<file path="config.mk">
export PLATFORM = sky130hd
export DESIGN_NAME = uart_rx_param
export DESIGN_NICKNAME = d
export VERILOG_FILES = /design/src/rtl/uart_rx_param.sv
export SDC_FILE = /design/constraint.sdc
export NUM_CORES = 1
export LEC_CHECK = 0
export BUFFER_PORTS_ARGS = -buffer_cell sky130_fd_sc_hd__buf_2
export CAP_MARGIN = 25
export CORE_MARGIN = 2
export CORE_UTILIZATION = 61
export DETAILED_ROUTE_END_ITERATION = 10
export GPL_ROUTABILITY_DRIVEN = 0
export PLACE_DENSITY = 0.88
export SYNTH_ARGS = -nofsm -noshare
export SYNTH_HDL_FRONTEND = slang
export SYNTH_SLANG_ARGS = --single-unit
</file>
<file path="constraint.sdc">
create_clock -name clk -period 2.5 [get_ports clk]
set_input_delay 0.25 -clock clk [delete_from_list [all_inputs] [get_ports clk]]
set_output_delay 0.25 -clock clk [all_outputs]
set_load 0.1 [all_outputs]
</file>
<file path="src/rtl/uart_rx_param.sv">
// UART receiver (parameterized framing) with a small receive FIFO and sticky error flags; a frame is pushed on its last stop sample, data_valid follows one cycle later.
// Backpressure: data_ready pops the head word; a push into a full FIFO with no pop drops the new word and sets overflow.
module uart_rx_param #(
    parameter int MAIN_CLK   = 100000000,
    parameter int BAUD       = 115200,
    parameter int DATA_BITS  = 8,
    parameter int PARITY     = 0,
    parameter int STOP_BITS  = 1,
    parameter int FIFO_DEPTH = 4
) (
    input  logic                 clk,
    input  logic                 rst_n,
    input  logic                 rx,
    output logic [DATA_BITS-1:0] data,
    output logic                 data_valid,
    input  logic                 data_ready,
    output logic                 parity_err,
    output logic                 frame_err,
    output logic                 overflow,
    input  logic                 clr_status
);
    localparam int BIT_DIV = MAIN_CLK / BAUD;
    localparam int DIV_W   = $clog2(BIT_DIV);
    localparam int AW      = $clog2(FIFO_DEPTH);
    localparam logic [DIV_W-1:0] DIV_HALF  = DIV_W'(BIT_DIV / 2);
    localparam logic [DIV_W-1:0] DIV_LAST  = DIV_W'(BIT_DIV - 1);
    localparam logic [3:0]       DATA_LAST = 4'(DATA_BITS - 1);
    localparam logic [3:0]       STOP_LAST = 4'(STOP_BITS - 1);
    localparam logic             ODD_PAR   = (PARITY == 1);

    typedef enum logic [2:0] {IDLE, START, DATA, PAR, STOP} state_t;

    state_t                 state_q, state_d;
    logic                   rx_meta_q, rx_meta_d;
    logic                   rxs_q, rxs_d;
    logic                   rxs_prev_q, rxs_prev_d;
    logic [DIV_W-1:0]       div_q, div_d;
    logic [3:0]             bit_cnt_q, bit_cnt_d;
    logic [DATA_BITS-1:0]   shift_q, shift_d;
    logic                   par_bad_q, par_bad_d;
    logic                   stop_bad_q, stop_bad_d;
    logic [AW:0]            wr_ptr_q, wr_ptr_d;
    logic [AW:0]            rd_ptr_q, rd_ptr_d;
    logic [FIFO_DEPTH-1:0][DATA_BITS-1:0] mem_q, mem_d;
    logic                   parity_err_q, parity_err_d;
    logic                   frame_err_q, frame_err_d;
    logic                   overflow_q, overflow_d;

    logic sample, push, set_par, set_frame, pop, full, empty, wr_ok;

    // Frame decoder
    always_comb begin
        rx_meta_d  = rx;
        rxs_d      = rx_meta_q;
        rxs_prev_d = rxs_q;
        state_d    = state_q;
        div_d      = div_q;
        bit_cnt_d  = bit_cnt_q;
        shift_d    = shift_q;
        par_bad_d  = par_bad_q;
        stop_bad_d = stop_bad_q;
        push       = 1'b0;
        set_par    = 1'b0;
        set_frame  = 1'b0;
        sample     = (div_q == DIV_HALF);
        if (state_q != IDLE) begin
            div_d = (div_q == DIV_LAST) ? '0 : div_q + 1'b1;
        end
        case (state_q)
            IDLE: begin
                if (rxs_prev_q && !rxs_q) begin
                    state_d = START;
                    div_d   = '0;
                end
            end
            START: begin
                if (sample) begin
                    if (rxs_q) begin
                        state_d = IDLE;
                    end else begin
                        state_d    = DATA;
                        bit_cnt_d  = '0;
                        par_bad_d  = 1'b0;
                        stop_bad_d = 1'b0;
                    end
                end
            end
            DATA: begin
                if (sample) begin
                    shift_d = {rxs_q, shift_q[DATA_BITS-1:1]};
                    if (bit_cnt_q == DATA_LAST) begin
                        bit_cnt_d = '0;
                        state_d   = (PARITY != 0) ? PAR : STOP;
                    end else begin
                        bit_cnt_d = bit_cnt_q + 1'b1;
                    end
                end
            end
            PAR: begin
                if (sample) begin
                    par_bad_d = ((^shift_q) ^ rxs_q) != ODD_PAR;
                    state_d   = STOP;
                end
            end
            STOP: begin
                if (sample) begin
                    // Leave on the last stop sample itself so the next start edge is never missed
                    if (bit_cnt_q == STOP_LAST) begin
                        state_d   = IDLE;
                        set_frame = stop_bad_q | ~rxs_q;
                        set_par   = par_bad_q;
                        push      = ~(stop_bad_q | ~rxs_q) & ~par_bad_q;
                    end else begin
                        bit_cnt_d  = bit_cnt_q + 1'b1;
                        stop_bad_d = stop_bad_q | ~rxs_q;
                    end
                end
            end
            default: state_d = IDLE;
        endcase
    end

    // Receive FIFO and sticky status
    always_comb begin
        empty    = (wr_ptr_q == rd_ptr_q);
        full     = (wr_ptr_q[AW] != rd_ptr_q[AW]) && (wr_ptr_q[AW-1:0] == rd_ptr_q[AW-1:0]);
        pop      = !empty && data_ready;
        wr_ok    = push && (!full || pop);
        mem_d    = mem_q;
        wr_ptr_d = wr_ptr_q;
        rd_ptr_d = rd_ptr_q;
        if (wr_ok) begin
            mem_d[wr_ptr_q[AW-1:0]] = shift_q;
            wr_ptr_d = wr_ptr_q + 1'b1;
        end
        if (pop) begin
            rd_ptr_d = rd_ptr_q + 1'b1;
        end
        parity_err_d = clr_status ? 1'b0 : parity_err_q;
        frame_err_d  = clr_status ? 1'b0 : frame_err_q;
        overflow_d   = clr_status ? 1'b0 : overflow_q;
        if (set_par)               parity_err_d = 1'b1;
        if (set_frame)             frame_err_d  = 1'b1;
        if (push && full && !pop)  overflow_d   = 1'b1;
    end

    always_ff @(posedge clk or negedge rst_n) begin
        if (!rst_n) begin
            state_q      <= IDLE;
            rx_meta_q    <= 1'b1;
            rxs_q        <= 1'b1;
            rxs_prev_q   <= 1'b1;
            div_q        <= '0;
            bit_cnt_q    <= '0;
            shift_q      <= '0;
            par_bad_q    <= 1'b0;
            stop_bad_q   <= 1'b0;
            wr_ptr_q     <= '0;
            rd_ptr_q     <= '0;
            mem_q        <= '0;
            parity_err_q <= 1'b0;
            frame_err_q  <= 1'b0;
            overflow_q   <= 1'b0;
        end else begin
            state_q      <= state_d;
            rx_meta_q    <= rx_meta_d;
            rxs_q        <= rxs_d;
            rxs_prev_q   <= rxs_prev_d;
            div_q        <= div_d;
            bit_cnt_q    <= bit_cnt_d;
            shift_q      <= shift_d;
            par_bad_q    <= par_bad_d;
            stop_bad_q   <= stop_bad_d;
            wr_ptr_q     <= wr_ptr_d;
            rd_ptr_q     <= rd_ptr_d;
            mem_q        <= mem_d;
            parity_err_q <= parity_err_d;
            frame_err_q  <= frame_err_d;
            overflow_q   <= overflow_d;
        end
    end

    assign data       = mem_q[rd_ptr_q[AW-1:0]];
    assign data_valid = !empty;
    assign parity_err = parity_err_q;
    assign frame_err  = frame_err_q;
    assign overflow   = overflow_q;
endmodule

</file>
==> run metrics, run 1 <==
status finished clean; minimum clock period 2.25 ns; Syn Inst Count 282; vias per cell 5.92; vias in the first global route 2326; GRT Residual Overflow 0; layer with the highest usage met2; I/O Pins 17; Site Rows 27; Worst Path Required 2.74 ns; CTS Sinks 71; grt met1 use around a third; Post-DRT Antenna Nets 0; H-tree levels 3; pwr/cell area between 600 and 700 nW/um^2; Leak 1.82 nW; Iter 0 DRT Violations 172; via count 2302; DP HPWL approximately 4.5 mm; drc violations 0; RSZ-0062 raised after global routing no; first drt pass iteration count 4; ant diodes 0; final worst slack 0.247 ns; max_slew headroom 56.4%; Distinct cells, synth 45; final period utilization 90.1%; Net Count, Synth ~300; commonest non-fill, non-tap cell in the layout dfrtp_1; post-route cell area around 3900 sq um; Switching Share about a third; total CTS buffers 9; Final Hold Fails 0; #FFs+latches synth 71; worst vdd ir ~510 uV; core area around 5500 sq um; setup TNS 0 ns; Cells after DPL 371; Root Driver clkbuf_8; Internal between 1.5 and 2 mW; die height about 80 microns; Mean Syn Cell Area between 10 and 15 sq um; met2 Use GR 37.3%; CTS Buffer Depth 2; Design Power 2.68 mW; total routed wirelength 6.86 mm; initial antenna violation count 0; Crit Path Category flop to flop; Final Max Tran Viols 0; post-DR wirelength/cell 17.6 microns; first-pass GRT wire length 11.6 mm; max incr delay on CP 0.44 ns; full die area 6340 sq um; commonest non-fill, non-tap cells in the layout 68 x dfrtp_1, 43 x mux2_2, 20 x o21ai_0, 18 x nand2_1; Seq/Total Area, Yosys 51.0%; final std cells w/o fill between 300 and 400; CTS tree built; Cell Area, Placed 3670 sq um; Largest delay share family, worst path simple AND/OR/NAND/NOR gates; max-cap violations 0; share of post-route cells with drive strength above 1 around a third; skew final 0.0149 ns; async set or reset register ratio after synthesis 100%; Buffers & Inverters on Critical Path 1; Final Hold Slack 0.120 ns; Area Overhead vs Synth 11.3%; clock share of power 32.5%; Place WS 0.180 ns; chip width between 70 and 80 microns; GRT Overall Usage 24.4%; ys flop type dfrtp_1; post-CTS setup repair buffer count 0; Worst Tran Pin Value 0.647 ns; Syn. warnings 0; Skew-Pair Late Insertion Delay about 0.36 ns; Comb pwr share 19.8%; pin count of the biggest net entering global routing 43; starting density of the core 63.4%; clk slew on worst S/H paths 0.08 ns; CP max stage cell dfrtp_1; fmax 444 MHz; cell area after synthesis around 3500 sq um; sw power ~0.9 mW; Crit Path Max Fanout 8; Buffers on Ports 16; number of synthesized flops with an enable pin 0; setup violators final 0; Critical Path Source Type flop; Worst EP arrival 2.50 ns; met3 usage in global routing 3.85%; Nets 326; Sequential Power Share roughly 48%; CP cell instances nor3b_1 -> nand4_1 -> nor4_4 -> buf_4 -> nand2_2 -> mux2_2; worst hold path type primary input to flop; Setup crit end kind flop; Final Util 70.5%
==> power by group through the flow <==
| stage | registers [mW] | logic [mW] | clock network [mW] |
|---|---|---|---|
| floorplan | 1.27 | 0.382 | 0 |
| global placement | 1.30 | 0.497 | 0 |
| detailed placement | 1.30 | 0.512 | 0 |
| CTS | 1.28 | 0.520 | 0.885 |
| global route | 1.29 | 0.587 | 0.932 |
| finish | 1.28 | 0.531 | 0.872 |
==> final timing paths <==
kind / cells past startpoint / startpoint / slack, ns / end
min: 2 / clr_status / 0.12 / parity_err$_DFFE_PN0P_
max: 6 / div_q[3]$_DFF_PN0_ / 0.25 / mem_q[2]$_DFFE_PN0P_
min in group asynchronous: 2 / rst_n / 0.26 / div_q[3]$_DFF_PN0_
max reg2reg: 6 / div_q[3]$_DFF_PN0_ / 0.25 / mem_q[2]$_DFFE_PN0P_
min reg2reg: 0 / rx_meta_q$_DFF_PN1_ / 0.37 / rxs_prev_d$_DFF_PN1_
max in group asynchronous: 3 / rst_n / 1.50 / rxs_prev_q$_DFF_PN1_
==> worst reg2reg max path: stages, from the launching register on <==
cell and delay [ns]:
dfrtp_1 0.44, nor3b_1 0.42, nand4_1 0.29, nor4_4 0.30, buf_4 0.21, nand2_2 0.17, mux2_2 0.32
==> layout make-up <==
class / count / area, sq um
flip-flops and latches: 71 / 1780
fillers: 392 / 1620
multi-input cells: 187 / 1600
repair buffers: 27 / 168
clock buffers: 9 / 124
well taps: 72 / 90.1
clock inverters: 7 / 62.6
inverters: 16 / 60.1
==> Yosys cell counts (all sizes together) (4+ instances only) <==
cell,number,area [sq um]
nand2,20,80.1
nor4,4,40.0
nor2,4,15.0
xnor2,15,131
o21ai,20,100
nor2b,5,31.3
mux2,43,484
o22ai,4,25.0
buf,6,51.3
dfrtp,68,1700
nand3,11,55.1
nand2b,4,25.0
mux4,8,180
inv,16,60.1
ha,9,113
nor3b,4,30.0
==> sequential cells by signal (all words and copies together), names as in the netlist <==
| name | cells |
|---|---|
| frame_err | 1 |
| bit_cnt_q | 4 |
| div_q | 10 |
| rxs_prev_d | 1 |
| rd_ptr_q | 3 |
| shift_q | 8 |
| parity_err | 1 |
| par_bad_q | 1 |
| mem_q | 32 |
| rxs_prev_q | 1 |
| wr_ptr_q | 3 |
| overflow | 1 |
| state_q | 3 |
| rx_meta_q | 1 |
| stop_bad_q | 1 |
==> routing by layer <==
layer / part of all wire, % / up-vias / wire length (microns)
met5: 0 / - / 0
met4: 1.4 / 0 / 93
met3: 3.5 / 8 / 239
met2: 48 / 50 / 3300
met1: 47 / 1163 / 3220
li1: - / 1081 / -
==> cell families (layout without fill, tap and decap cells) <==
kind of cell	Yosys count	count (layout)	synth area share [%]
AO/OA/AOI/OAI	39	39	6.81
XOR/XNOR	15	15	3.76
adder cells (fa/ha/maj)	9	9	3.23
buffers and inverters	24	59	3.41
flip-flops	71	71	51.0
multiplexers	53	53	19.6
AND/OR/NAND/NOR	71	71	12.2
==> repair_timing <==
action / CTS / global route
hold buffers: 2 / 0
hold endpoints to repair: 7 / 0
resized for setup: 0 / 3
endpoints found under the setup margin: 0 / 24
(Power assumes the default switching activity.)
==> inputs of run 2 (changes only) <==
--- a/config.mk
+++ b/config.mk
@@ -8,10 +8,11 @@
 export BUFFER_PORTS_ARGS = -buffer_cell sky130_fd_sc_hd__buf_2
 export CAP_MARGIN = 25
 export CORE_MARGIN = 2
-export CORE_UTILIZATION = 61
+export CORE_UTILIZATION = 55
 export DETAILED_ROUTE_END_ITERATION = 10
 export GPL_ROUTABILITY_DRIVEN = 0
-export PLACE_DENSITY = 0.88
+export PLACE_DENSITY = 0.84
+export REMOVE_ABC_BUFFERS = 1
 export SYNTH_ARGS = -nofsm -noshare
 export SYNTH_HDL_FRONTEND = slang
 export SYNTH_SLANG_ARGS = --single-unit
==> constraint.sdc (replaced) <==
create_clock -name clk -period 2.05 [get_ports clk]
set_input_delay 0.205 -clock clk [delete_from_list [all_inputs] [get_ports clk]]
set_output_delay 0.205 -clock clk [all_outputs]
set_load 0.1 [all_outputs]
==> run 2 against run 1 <==
Net effect: core utilization down 2.6 points; worst setup slack worse by 0.20 ns; clock power up 56%; fmax up 13%; clock-buffer cell count up 1; hold slack worse by 0.040 ns; total power up 39%; non-clock buffer count up 25; largest cell class unchanged; highest routed layer unchanged; sequential power up 19%.
==> run metrics, run 2 (synthesized netlist as in run 1, its figures left out) <==
status finished clean; skew final 0.00843 ns (-0.00642 ns); minimum clock period 2.00 ns (-0.253 ns); GRT Residual Overflow 0 (unchanged); Largest delay share family, worst path simple AND/OR/NAND/NOR gates; worst hold path type primary input to flop; pin count of the biggest net entering global routing 72 (+67%); Final Util 67.9% (-2.6 points); initial antenna violation count 0 (unchanged); CP cell instances xnor2_1 -> and4bb_2 -> nor4_4 -> buf_4 -> and2_4 -> mux2_2; max_slew headroom 66.9% (+10 points); CTS Buffer Depth 2 (unchanged); GRT Overall Usage 21.7% (-2.8 points); Iter 0 DRT Violations 137 (-20%); die height 83.7 microns (+5.0%); post-route cell area 4240 sq um (+9.1%); chip width 83.7 microns (+5.0%); ant diodes 0 (unchanged); R2R Setup Slk 0.05 ns (-0.20 ns); Root Driver clkbuf_8; total area of sequential cells 1780 sq um (unchanged); Nets 351 (+7.7%); max reg flops 32 (unchanged); Crit Path Category flop to flop; core area 6240 sq um (+13%); DP HPWL 4.84 mm (+7.0%); Post-DRT Antenna Nets 0 (unchanged); Crit Path Max Fanout 8 (unchanged); clk slew on worst S/H paths 0.07 ns (about the same); post-DR wirelength/cell 17.3 microns (-1.6%); Buffers & Inverters on Critical Path 1 (unchanged); via count 2443 (+6.1%); Site Rows 29 (+7.4%); Critical Path Source Type flop; RSZ-0062 raised after global routing yes; total CTS buffers 9 (unchanged); Cell Area, Placed 3860 sq um (+5.2%); fill count 442 (+13%); CTS tree built; I/O Pins 17 (unchanged); CTS Sinks 71 (unchanged); Final Max Tran Viols 0 (unchanged); max-cap violations 0 (unchanged); Worst Path Required 2.28 ns (-0.46 ns); Skew-Pair Late Insertion Delay 0.35 ns (about the same); largest registers mem_q: 32 flops, div_q: 10 flops, shift_q: 8 flops; setup violators final 0 (unchanged); Multi-input gate area 1680 sq um (+5.2%); share of post-route cells with drive strength above 1 41.2% (+7.2 points); Area Overhead vs Synth 21.4%; max incr delay on CP 0.40 ns (-0.04 ns); CP max stage cell dfrtp_1; worst vdd ir 581 uV (+14%); Most flops, register mem_q; first drt pass iteration count 4 (unchanged); Worst Tran Pin Value 0.490 ns (-0.157 ns); Leak 2.00 nW (+10%); Final Hold Fails 0 (unchanged); final period utilization 97.6% (+7.5 points); drc violations 0 (unchanged); H-tree levels 3 (unchanged); commonest non-fill, non-tap cells in the layout 68 x dfrtp_1, 32 x buf_4, 31 x mux2_2, 20 x o21ai_0, 17 x nand2_1; Setup crit end kind flop; Buffers on Ports 16 (unchanged); fmax 500 MHz (+13%); pwr/cell area 878 nW/um^2 (+27%); vias in the first global route 2528 (+8.7%); starting density of the core 55.9% (-7.5 points); first-pass GRT wire length 11.8 mm (+2.4%); commonest non-fill, non-tap cell in the layout dfrtp_1; Worst EP arrival 2.23 ns (-0.27 ns); full die area 7000 sq um (+10%); total routed wirelength 7.26 mm (+6.0%); vias per cell 5.83 (-1.5%)
run 2: per-layer routing:
layer	track usage [%]	wire length [microns]	share of wire, %
met1	25.8	3050	42
met2	36.3	3770	52
met3	4.85	245	3.4
met4	12.3	193	2.7
met5	0	0	0
run 2: repair_timing:
item	in CTS	in global routing
resized for setup	5	21
hold buffers	2	0
buffers inserted	1	1
endpoints found under the hold margin	69	0
setup endpoints to repair	33	54
pin swaps	1	5
run 2: area by class of cell:
type,instances,share of cell area [%]
inverters,16,1.42
repair buffers,52,8.83
multi-input cells,187,39.7
clock inverters,6,2.54
well taps,77,2.27
clock buffers,10,3.25
flip-flops and latches,71,42.0
run 2: worst paths after layout:
path	startpoint	cells after the start	endpoint
max in group asynchronous	rst_n	3	rx_meta_q$_DFF_PN1_
worst min register to register	rx_meta_q$_DFF_PN1_	0	rxs_prev_d$_DFF_PN1_
min in group asynchronous	rst_n	3	rd_ptr_q[2]$_DFFE_PN0P_
worst max register to register	wr_ptr_q[2]$_DFFE_PN0P_	6	mem_q[13]$_DFFE_PN0P_
worst max-delay path	wr_ptr_q[2]$_DFFE_PN0P_	6	mem_q[13]$_DFFE_PN0P_
worst min-delay path	clr_status	2	frame_err$_DFFE_PN0P_
run 2: through the flow:
step / hold WS, ns / TNS (ns) / power (mW) / instances / worst slack (ns)
4_1_cts: 0.0638 / 0 / 3.69 / 418 / 0.00603
3_5_place_dp: 0.258 / -6.70 / 2.32 / 399 / -0.269
3_3_place_gp: 0.255 / -2.13 / 2.28 / 399 / -0.124
2_1_floorplan: -0.0906 / -3.47 / 1.99 / 274 / -0.436
6_report: 0.0792 / 0 / 3.72 / 419 / 0.0501
5_1_grt: 0.0796 / -0.208 / 3.91 / 419 / -0.0263
run 2: worst reg2reg max path: stages, from the launching register on:
cell	delay, ns
dfrtp_1	0.40
xnor2_1	0.19
and4bb_2	0.30
nor4_4	0.24
buf_4	0.18
and2_4	0.22
mux2_2	0.35
run 2: power by group:
part | leakage, nW | switching (mW) | total (mW) | internal, mW
Combinational | 0.906 | 0.502 | 0.845 | 0.343
Sequential | 0.974 | 0.0477 | 1.52 | 1.47
Clock | 0.122 | 0.521 | 1.36 | 0.837
